===== config.mk =====
export PLATFORM = sky130hd
export DESIGN_NAME = maj_vote_seq
export DESIGN_NICKNAME = d
export VERILOG_FILES = /design/src/rtl/maj_vote_pkg.sv /design/src/rtl/maj_vote_chan_fsm.sv /design/src/rtl/maj_vote_seq.sv
export SDC_FILE = /design/constraint.sdc
export NUM_CORES = 1
export LEC_CHECK = 0
export ABC_AREA = 0
export CORE_ASPECT_RATIO = 0.75
export CORE_UTILIZATION = 38
export CTS_CLUSTER_SIZE = 25
export DETAILED_ROUTE_END_ITERATION = 10
export PLACE_DENSITY = 0.64
export SETUP_SLACK_MARGIN = 0.5
export SYNTH_ARGS = -nofsm -noshare
export SYNTH_HDL_FRONTEND = slang
export SYNTH_SLANG_ARGS = --single-unit

===== constraint.sdc =====
create_clock -name CLK -period 5 [get_ports CLK]
set_clock_uncertainty 0.15 [all_clocks]
set_input_delay 0.5 -clock CLK [delete_from_list [all_inputs] [get_ports CLK]]
set_output_delay 0.5 -clock CLK [all_outputs]
set_load 0.01 [all_outputs]

===== src/rtl/maj_vote_pkg.sv =====
// Shared types and elaboration helpers for the N-way majority voter and its
// per-channel health trackers.
package maj_vote_pkg;

  typedef enum logic [1:0] {
    ST_OK      = 2'd0,
    ST_SUSPECT = 2'd1,
    ST_FAILED  = 2'd2
  } chan_state_e;

  // Width of a counter that must hold 0..fail_thr inclusive.
  function automatic int unsigned cc_width(input int unsigned fail_thr);
    return $clog2(fail_thr + 1);
  endfunction

  // Odd channel count (no vote ties) and a usable failure threshold.
  function automatic bit params_ok(input int unsigned n_ch, input int unsigned fail_thr);
    return ((n_ch % 2) == 1) && (n_ch >= 3) && (fail_thr >= 1);
  endfunction

endpackage


===== src/rtl/maj_vote_chan_fsm.sv =====
// Per-channel health tracker: counts consecutive mismatching valid cycles and
// latches a sticky fault once the count reaches FAIL_THR.
module maj_vote_chan_fsm
  import maj_vote_pkg::*;
#(
  parameter int unsigned FAIL_THR = 4
) (
  input  logic clk_i,
  input  logic rst_ni,
  input  logic valid_i,
  input  logic mismatch_i,
  input  logic clear_i,
  output logic fault_o
);

  localparam int unsigned     CC_W   = cc_width(FAIL_THR);
  localparam logic [CC_W-1:0] CC_ONE = CC_W'(1);
  localparam logic [CC_W-1:0] CC_THR = CC_W'(FAIL_THR);

  chan_state_e     state_q, state_d;
  logic [CC_W-1:0] cc_q, cc_d;
  logic            fault_q, fault_d;

  always_ff @(posedge clk_i) begin
    if (!rst_ni) begin
      state_q <= ST_OK;
      cc_q    <= '0;
      fault_q <= 1'b0;
    end else begin
      state_q <= state_d;
      cc_q    <= cc_d;
      fault_q <= fault_d;
    end
  end

  // Clear wins over any update; idle cycles leave count and state untouched.
  always_comb begin
    state_d = state_q;
    cc_d    = cc_q;
    if (clear_i) begin
      state_d = ST_OK;
      cc_d    = '0;
    end else if (valid_i) begin
      unique case (state_q)
        ST_OK: begin
          if (mismatch_i) begin
            cc_d    = CC_ONE;
            state_d = (CC_THR == CC_ONE) ? ST_FAILED : ST_SUSPECT;
          end
        end
        ST_SUSPECT: begin
          if (mismatch_i) begin
            cc_d = cc_q + CC_ONE;
            if ((cc_q + CC_ONE) == CC_THR) begin
              state_d = ST_FAILED;
            end
          end else begin
            cc_d    = '0;
            state_d = ST_OK;
          end
        end
        ST_FAILED: begin
          state_d = ST_FAILED;
        end
        default: begin
          state_d = ST_OK;
          cc_d    = '0;
        end
      endcase
    end
    fault_d = (state_d == ST_FAILED);
  end

  assign fault_o = fault_q;

endmodule


===== src/rtl/maj_vote_seq.sv =====
// Registered N-way bitwise majority voter with per-channel disagreement flags,
// sticky channel fault tracking and a saturating error counter.
module maj_vote_seq
  import maj_vote_pkg::*;
#(
  parameter int unsigned N_CH     = 3,
  parameter int unsigned WIDTH    = 8,
  parameter int unsigned FAIL_THR = 4,
  parameter int unsigned CNT_W    = 8
) (
  input  logic                    CLK,
  input  logic                    RSTN,
  input  logic                    VALID_IN,
  input  logic [N_CH*WIDTH-1:0]   D,
  input  logic                    MODE,
  input  logic                    CLR_FAULT,
  output logic [WIDTH-1:0]        Z,
  output logic                    VALID_OUT,
  output logic [N_CH-1:0]         MISMATCH,
  output logic [N_CH-1:0]         FAULT,
  output logic                    NO_UNAN,
  output logic [CNT_W-1:0]        ERR_CNT
);

  if (!params_ok(N_CH, FAIL_THR)) begin : g_bad_params
    $error("maj_vote_seq: N_CH must be odd and >= 3, FAIL_THR must be >= 1");
  end

  localparam logic [CNT_W-1:0] ERR_MAX = '1;
  localparam logic [CNT_W-1:0] ERR_ONE = CNT_W'(1);

  logic [N_CH-1:0][WIDTH-1:0] chan_w;
  logic [WIDTH-1:0]           vote_c;
  logic [N_CH-1:0]            mism_c;
  logic [N_CH-1:0]            eq_c;
  logic                       all_eq_c;
  logic                       any_mism_c;

  logic [WIDTH-1:0] z_q, z_d;
  logic             valid_q, valid_d;
  logic [N_CH-1:0]  mism_q, mism_d;
  logic             no_unan_q, no_unan_d;
  logic [CNT_W-1:0] err_q, err_d;

  // Channel i sits at D[i*WIDTH +: WIDTH], which matches the packed layout.
  assign chan_w = D;

  // Column-wise population count; N_CH is odd so there is never a tie.
  for (genvar b = 0; b < WIDTH; b++) begin : g_bit
    logic [N_CH-1:0] col;
    for (genvar i = 0; i < N_CH; i++) begin : g_col
      assign col[i] = chan_w[i][b];
    end
    assign vote_c[b] = ($countones(col) > (N_CH / 2));
  end

  for (genvar i = 0; i < N_CH; i++) begin : g_cmp
    assign mism_c[i] = (chan_w[i] != vote_c);
    assign eq_c[i]   = (chan_w[i] == chan_w[0]);
  end

  assign all_eq_c   = &eq_c;
  assign any_mism_c = |mism_c;

  always_comb begin
    z_d       = z_q;
    valid_d   = VALID_IN;
    mism_d    = '0;
    no_unan_d = 1'b0;
    err_d     = err_q;
    if (VALID_IN) begin
      mism_d    = mism_c;
      no_unan_d = MODE && !all_eq_c;
      // Unanimous-only mode freezes Z whenever the channels disagree.
      if (!MODE || all_eq_c) begin
        z_d = vote_c;
      end
    end
    if (CLR_FAULT) begin
      err_d = '0;
    end else if (VALID_IN && any_mism_c && (err_q != ERR_MAX)) begin
      err_d = err_q + ERR_ONE;
    end
  end

  always_ff @(posedge CLK) begin
    if (!RSTN) begin
      z_q       <= '0;
      valid_q   <= 1'b0;
      mism_q    <= '0;
      no_unan_q <= 1'b0;
      err_q     <= '0;
    end else begin
      z_q       <= z_d;
      valid_q   <= valid_d;
      mism_q    <= mism_d;
      no_unan_q <= no_unan_d;
      err_q     <= err_d;
    end
  end

  for (genvar i = 0; i < N_CH; i++) begin : g_chan
    maj_vote_chan_fsm #(
      .FAIL_THR (FAIL_THR)
    ) u_chan_fsm (
      .clk_i      (CLK),
      .rst_ni     (RSTN),
      .valid_i    (VALID_IN),
      .mismatch_i (mism_c[i]),
      .clear_i    (CLR_FAULT),
      .fault_o    (FAULT[i])
    );
  end

  assign Z         = z_q;
  assign VALID_OUT = valid_q;
  assign MISMATCH  = mism_q;
  assign NO_UNAN   = no_unan_q;
  assign ERR_CNT   = err_q;

endmodule


# Word-level counts from Yosys, hierarchy flattened
# Cells that the tools add are included.
[word_totals]
output_inout_bits = 24
register_bits = 39
elab_cells = 111
input_bits = 29
[classes]
bitwise_logic = 4
addsub = 20
n_reduce_logical = 17
mux = 27
n_lt_le_gt_ge = 8
n_eq_ne = 21
[op_table]
columns = ["operator", "n"]
rows = [
  ["two-way mux 2 bit", 15],
  ["one-hot mux 3 bit (3 select lines)", 3],
  ["adder 2 x 1 -> 3 bit", 8],
  ["> comparator 3 x 1 -> 1 bit, second input constant", 8],
  ["inequality test 8 bit", 3],
  ["two-way mux 3 bit", 6],
  ["one-hot mux 2 bit (3 select lines)", 3],
  ["adder 1 x 1 -> 2 bit", 8],
  ["equality test 8 bit", 2],
  ["equality test 2 bit, second input constant", 6],
  ["adder 3 x 1 -> 3 bit, second input constant", 3],
  ["equality test 3 bit, second input constant", 3],
  ["AND reduction 3 bit", 3],
  ["adder 8 x 1 -> 8 bit, second input constant", 1],
  ["inequality test 8 bit, second input constant", 1],
  ["equality test 2 x 1 -> 1 bit, second input constant", 3],
  ["logical NOT 2 bit", 3],
  ["inequality test 2 x 1 -> 1 bit, second input constant", 3],
  ["AND reduction 2 bit", 3],
  ["NOT 1 bit", 4],
  ["logical AND 1 bit", 3],
  ["OR reduction 3 bit", 1],
  ["logical NOT 1 bit", 2],
  ["OR reduction 2 bit", 1],
  ["logical OR 1 bit", 1],
]

# Logic depth before layout (Yosys ltp)
[logic_depth]
word_depth = 9
mapped_depth = 9
mapped_depth_nobuf = 8

# Cells and area by module
# From an unflattened synthesis, not the netlist that was laid out.
[hier_totals]
cells_unflattened = 271
hier_area_um2 = 2452.4
[by_module_without_submodules]
columns = ["mod", "n_inst", "area_per_inst_um2", "cells_per_inst", "seq_area_each_um2"]
rows = [
  ["maj_vote_seq", 1, 1525.2, 169, 420.4],
  ["maj_vote_chan_fsm", 3, 309.0, 34, 120.1],
]

# Least setup slack after synthesis
# No wires, ideal clock.
[synth_timing]
path_type = "input-to-reg"
from = "input D[3]"
to = "register err_q[0], in the netlist ERR_CNT[0]"
slack_ps = 2564
t_required_ps = 4722
n_path_buf = 1
setup_ps = 128
stages = 9
arrival_time_ps = 2159
path_cell_list = "ha_1 -> a21oi_2 -> xnor2_1 -> nor4_2 -> nand4_1 -> o211ai_2 -> buf_6 -> xor2_1 -> nor2_1"
[synth_between]
elab_chain_len = 7
elab_cells_between_ends = 9
cone_classes = "add/sub (2); order compare (1); eq/ne (3); reduce/logical (3)"
[synth_lines]
columns = ["item", "line_no", "text"]
rows = [
  ["start: declaration", "maj_vote_seq.sv:14", "input logic [N_CH*WIDTH-1:0] D,"],
  ["adder 1 x 1 -> 2 bit (implied by the code)", "maj_vote_seq.sv:54", "assign vote_c[b] = ($countones(col) > (N_CH / 2));"],
  ["adder 2 x 1 -> 3 bit (implied by the code)", "maj_vote_seq.sv:54", ""],
  ["> comparator 3 x 1 -> 1 bit", "maj_vote_seq.sv:54", ""],
  ["inequality test 8 bit", "maj_vote_seq.sv:58", "assign mism_c[i] = (chan_w[i] != vote_c);"],
  ["OR reduction 3 bit *", "maj_vote_seq.sv:63", "assign any_mism_c = |mism_c;"],
  ["logical AND 1 bit * (2 in series)", "maj_vote_seq.sv:81", "end else if (VALID_IN && any_mism_c && (err_q != ERR_MAX)) begin"],
  ["end signal: assignment", "maj_vote_seq.sv:98", "err_q <= err_d;"],
  ["end: declaration", "maj_vote_seq.sv:43", "logic [CNT_W-1:0] err_q, err_d;"],
]
# Mark *: on every way between the ends. The rest lies on a longest branch, timed or not.
# A chain may end at the register's enable or synchronous reset.

# Final worst setup path
[layout_timing]
from = "input D[7]"
to = "register err_q[2], in the netlist ERR_CNT[2]"
# The elaborated chain is that of the path after synthesis.

==> impl_metrics.ini <==
[yosys]
synth_top_area_share_pct = 33.6
synth_area_leaders = dfxtp_1 34%, xnor2_1 8.3%, ha_1 8.1%, a21oi_1 4.7%, a21oi_2 3.8%
synthFlopType = dfxtp_1
ys_warn_count = 0
synth.cell_area_sq_um = 2330
syn-num-nets = 306
synth_top_cell_by_area = dfxtp_1
synth.ff_latch_count = 39
seq_area_frac_synth_pct = 33.6
async_flop_share_pct = 0
synth_commonest_cells = 39 x dfxtp_1, 22 x a21oi_1, 22 x nor2_1, 22 x xnor2_1, 18 x nand2_1
synth.most_common_cell = dfxtp_1
postSynthCellCount = 262
synth-edff-count = 0
synthDistinctLibCells = 39
syn_area_per_cell_sq_um = 8.88

[worst_setup_path]
rr_startpoint = ERR_CNT[0]
critPathBufInv = 1
end_kind = flip-flop
critPathKind = input pin to flip-flop
cp_slowest_stage_delay_ns = 0.55
cp-start-kind = input pin
cp-startpoint = D[7]
crit_end = ERR_CNT[2]
rr_endpoint = ERR_CNT[7]
cp_cell_sequence = clkdlybuf4s50_1 > ha_1 > a21oi_1 > xnor2_1 > nor4_2 > nand4_1 > o211ai_2 > or3_1 > a21oi_2
cp.required_ns = 5.03
worst_path_max_delay_cell = o211ai_2
worst-path-stages = 9
crit_family = compound AO/OA/AOI/OAI gates
reg2reg_slack_ns = 3.18
worst_ep_arrival_time_ns = 3.21
rr_worst_depth = 5
crit_fanout = 13

[global_routing]
groute.usage.overall_pct = 18.2
antenna_found_initial = 0
grt_max_degree = 41
grt_pass1_wl_um = 9120
grt.overflow.total = 0
grt_pass1_vias = 1874

[timing]
hold_ws_ns = 0.332
slew_headroom_pct = 39.7
clock.fmax_mhz = 315
hold_violations = 0
post-route-min-period_ns = 3.18
tightest_slew_ns = 0.902
rsz0062_at_grt = false
slew_viol_final = 0
setup_viol = 0
final.setup.tns_ns = 0
finalCritPeriodShare_pct = 63.6

[die]
core_area_sq_um = 5860
die_y_um = 69.8
start_util_pct = 39.7
io_pins = 53
rows = 24
die_x_um = 92.3
fp.dieArea_sq_um = 6440

[drt]
wirelength_um = 5430
first_pass_iters = 4
drc = 0
wl_per_cell_um = 13.9
post_drt_via_cell_ratio = 5.18
drtIter0Drc = 85
drtAntennaViolNets = 0
vias = 2025

[pwr]
p_leak_nw = 1.06
ir_worst_vdd_uv = 108
power.density_nw_per_um2 = 239

[clock_tree]
numCtsBuffers = 5
cts-root-buf = clkbuf_8
hold_buffers = 0
cts_resized = 0
clk_path_buf_depth = 2
cts_tree = done
post_cts_buffers = 0
htreeDepth = 2
insertion_delay_ns = 0.29
clock-sinks = 39
clkTransAtPathRegs_ns = 0.07

[placement]
io_buffers = 52
gp_congestion = 0.830
dp_cells = 383
hpwl_um = 4180

[final_layout]
drive_gt1_share_pct = 9.90
fillCellCount = 535
final_cells = 391
nets = 356
n_antenna_cell = 0
area_delta_synth_final_pct = 28.8

[flow_run]
drv_cap = 0

[run_status]
outcome = completed

[worst_hold_path]
hold_class = flip-flop to flip-flop
==> state kept, by name, indices dropped and copies added, names as in the netlist <==
signal,count
g_chan.u_chan_fsm.cc_q,9
ERR_CNT,8
Z,8
g_chan.u_chan_fsm.state_q,6
MISMATCH,3
g_chan.u_chan_fsm.fault_o,3
NO_UNAN,1
VALID_OUT,1
==> metrics by stage <==
stage / cell area, sq um / worst slack (ns) / power (W) / util, %
floorplan: 2330 / 2.56 / 0.000426 / -
global placement: 2900 / 1.49 / 0.000491 / 49.4
detailed placement: 2900 / 1.49 / 0.000491 / 49.4
CTS: 3000 / 1.79 / 0.000724 / 51.2
global route: 3000 / 1.49 / 0.000751 / 51.2
finish: 3000 / 1.82 / 0.000717 / 51.2
==> cells in the final DEF, fill, tap and decap left out, types with 5 or more instances in the layout <==
cell,Yosys,final
a21oi_1,22,22
a21oi_2,10,10
a311oi_1,8,8
a31oi_1,5,5
clkbuf_8,0,7
clkdlybuf4s50_1,0,52
dfxtp_1,39,39
ha_1,15,15
inv_1,9,9
nand2_1,18,18
nand2b_1,5,5
nand3_1,10,10
nand4_1,8,8
nor2_1,22,22
o21ai_0,5,5
o21ai_2,5,5
or3_1,5,5
xnor2_1,22,22
xor2_1,6,6
==> report_power, final <==
group | switching [W] | total, W | internal [W]
logic | 0.0000840 | 0.000159 | 0.0000753
clock network | 0.000104 | 0.000230 | 0.000126
registers | 0.00000724 | 0.000327 | 0.000320
total | 0.000195 | 0.000717 | 0.000521
==> how the worst min path moves through the flow <==
| stage | start | endpoint | slack [ns] | cells past startpoint |
|---|---|---|---|---|
| 2_1_floorplan | g_chan[0].u_chan_fsm.state_q[1] | g_chan[0].u_chan_fsm.state_q[1] | 0.29 | 2 |
| 3_3_place_gp | g_chan[0].u_chan_fsm.cc_q[1] | g_chan[0].u_chan_fsm.cc_q[1] | 0.32 | 2 |
| 3_5_place_dp | g_chan[0].u_chan_fsm.cc_q[1] | g_chan[0].u_chan_fsm.cc_q[1] | 0.33 | 2 |
| 4_1_cts | g_chan[2].u_chan_fsm.cc_q[1] | g_chan[2].u_chan_fsm.cc_q[1] | 0.34 | 2 |
| 5_1_grt | g_chan[0].u_chan_fsm.cc_q[1] | g_chan[0].u_chan_fsm.cc_q[1] | 0.36 | 2 |
| 6_report | g_chan[2].u_chan_fsm.cc_q[1] | g_chan[2].u_chan_fsm.cc_q[1] | 0.33 | 2 |
==> cell type report <==
type	count	area, sq um	area share, %
clock buffers	8	100	3.34
inverters	10	37.5	1.25
multi-input cells	202	1440	48.2
flip-flops and latches	39	781	26.1
well taps	78	97.6	3.26
repair buffers	54	536	17.9
==> per-layer routing <==
metal	GRT usage [%]	up-vias	routed length (um)
met5	0	-	0
met4	7.29	0	95
met3	4.82	10	278
met2	24.8	45	2190
met1	26.9	916	2860
li1	-	1054	-
==> worst register-to-register path, delay by kind of cell (launching register included) <==
family	cells	cell delay (ns)
and+or+nand+nor	2	0.59
AOI/OAI and AO/OA	2	0.42
DFF	1	0.35
adders and majority gates	1	0.26
==> cells by family (layout without fill, tap and decap cells) <==
kind of cell,count (synthesis),after routing,synth area share [%]
simple gates,86,86,19.5
compound gates,69,69,22.3
flops,39,39,33.6
xor+xnor,28,28,10.5
buf+inv,21,72,4.36
fa+ha+maj,15,15,8.07
mux,4,4,1.72
Power figures use the tool's default switching activity.
==> RTL edit: new RTL, config.mk and constraints unchanged <==
`WIDTH`: 8 -> 7.
--- a/src/rtl/maj_vote_seq.sv
+++ b/src/rtl/maj_vote_seq.sv
@@ -5,5 +5,5 @@
 #(
   parameter int unsigned N_CH     = 3,
-  parameter int unsigned WIDTH    = 8,
+  parameter int unsigned WIDTH    = 7,
   parameter int unsigned FAIL_THR = 4,
   parameter int unsigned CNT_W    = 8
Interface: changed (resized D and Z); port bits go from 53 to 49. No check against the original RTL was run, so the function may have changed too.
==> RTL edit against the original RTL <==
  * Critical endpoint is now ERR_CNT[5]
  * Highest routed layer unchanged
  * Setup slack worse by 10 ps
  * Area after synthesis down 4.6%
  * Total power fell by 4.3%
  * Design area down 5.7%
  * Via count shrank 4.3%
  * Largest power group unchanged
  * Sequential cell count shrank 1
  * Wire length decreased by 2.4%
  * Core utilization rose by 0.25 points
  * Synthesized cell count down 6.9%
==> RTL edit: results (changes against the original RTL) <==
[synth]
synth_common_cells = dfxtp_1 (38), a21oi_1 (28), nand2_1 (17)
yosysTopAreaCellShare_pct = 34.3  ; +0.71 points
synthArstFlopShare_pct = 0  ; unchanged
synth_warnings = 0  ; unchanged
synthesis.nets = 284  ; -7.2%
synth_cell_types = 41  ; +5.1%
ys_seq_area_share_pct = 34.3  ; +0.71 points
synth_edf_count = 0  ; unchanged
synthTopCellsByArea = dfxtp_1 (34%), ha_1 (7.9%), a21oi_1 (6.3%), xnor2_1 (5.5%), xor2_1 (4.3%)

[final_layout]
diodes = 0  ; unchanged
top_register = g_chan.u_chan_fsm.cc_q
fill_cells = 535  ; unchanged
drive_gt1_share_pct = 7.96  ; -1.9 points
fin_nets = 328  ; -7.9%
largest_reg_flops = 9  ; unchanged

[hold_path]
hp-start = g_chan[2].u_chan_fsm.cc_q[1]
holdPathEnd = g_chan[2].u_chan_fsm.cc_q[1]
hp-class = reg -> reg
worstHoldPathCells = 2  ; unchanged

[global_routing]
grt_pass1_wl_um = 8750  ; -4.1%
grt_max_degree = 43  ; +4.9%
antenna_found_initial = 0  ; unchanged
first_global_vias = 1767  ; -5.7%
track_usage_pct = 18.3  ; +0.033 points

[worst_setup_path]
cp_slowest_stage_delay_ps = 560
endpoint = ERR_CNT[5]
crit_fanout = 15  ; +2
critPathArrivalTime_ps = 3190  ; -20 ps
r2r-end = ERR_CNT[5]
r2r_slack_ps = 3080  ; -100 ps
r2r_cells = 5  ; unchanged
start_kind = primary input
critPathTopFamily = compound AO/OA/AOI/OAI gates
crit-reg2reg-launch = ERR_CNT[0]
slowest_stage = o221ai_2
cp-startpoint = D[3]

[route]
first_pass_iters = 4  ; unchanged
routed_wl_um = 5290  ; -2.4%
vias = 1937  ; -4.3%
drt-initial-drc-count = 105  ; +24%

[cts]
clockBufferDepth = 2  ; unchanged
cts_buffers = 5  ; unchanged
cts_max_level = 2  ; unchanged
root_buffer = clkbuf_8
clk_latency_ps = 290  ; about the same
cts-resized-gates = 0  ; unchanged
post-cts-setup-buffer-count = 0  ; unchanged
clkTransAtPathRegs_ps = 80

[place]
gp_congestion = 0.785  ; -5.5%
port_buffers = 48  ; -7.7%
hpwl_um = 4010  ; -4.2%
postPlaceCellArea_sq_um = 2730  ; -5.6%

[power_and_ir_drop]
irDropWorstVdd_mv = 0.103  ; -4.2%
p_leak_nw = 0.987  ; -6.5%

[timing]
worst_pin_slew_ps = 959  ; +57.3 ps

[run_status]
outcome = completed

[RTL edit: cell types whose count changed in the layout (fill, tap and decap cells not counted), moves of 4 or more]
cell | unedited run | this run
a21oi_1 | 22 | 28
clkdlybuf4s50_1 | 52 | 48
nand2b_1 | 5 | 11
nor2_1 | 22 | 8
o21ai_0 | 5 | 0
o21ai_1 | 0 | 5
o21ai_2 | 5 | 0
o31ai_1 | 0 | 4
or3_1 | 5 | 1
xnor2_1 | 22 | 14
xor2_1 | 6 | 11
[RTL edit: stage by stage]
stage / utilization (%) / hold slack (ps) / worst slack, ps / cells
final: 51.4 / 336 / 1810 / 364
after global routing: 51.4 / 371 / 1620 / 364
after CTS: 51.4 / 340 / 1860 / 364
after detailed placement: 49.7 / 320 / 1560 / 356
after global placement: 49.7 / 317 / 1590 / 356
after floorplan: - / 299 / 2560 / 244
[RTL edit: cells by family after synthesis]
family | synth area share (%)
fa+ha+maj | 7.89
flops | 34.3
xor+xnor | 9.86
mux | 1.35
simple gates | 19.4
buf+inv | 4.23
compound gates | 23.0
[RTL edit: layout make-up]
type,instances,area (sq um),area share (%)
sequential,38,761,26.9
clock buffer,7,86.3,3.06
timing repair buffer,49,488,17.3
inverter,7,26.3,0.930
tap,75,93.8,3.32
clock inverter,1,5.00,0.177
multi-input combinational,187,1370,48.3
[RTL edit: metal layers]
metal	wire length [um]	track usage [%]	vias to the layer above
met5	0	0	-
met4	36	3.83	0
met3	248	4.89	5
met2	2260	27.6	39
met1	2750	26.1	903
li1	-	-	990
[RTL edit: report_power, final]
part	leakage, nW	internal, mW	switching, mW	total [mW]
combinational	0.629	0.0688	0.0808	0.150
clock	0.0482	0.111	0.107	0.218
sequential	0.310	0.312	0.00710	0.319
total	0.987	0.492	0.194	0.686
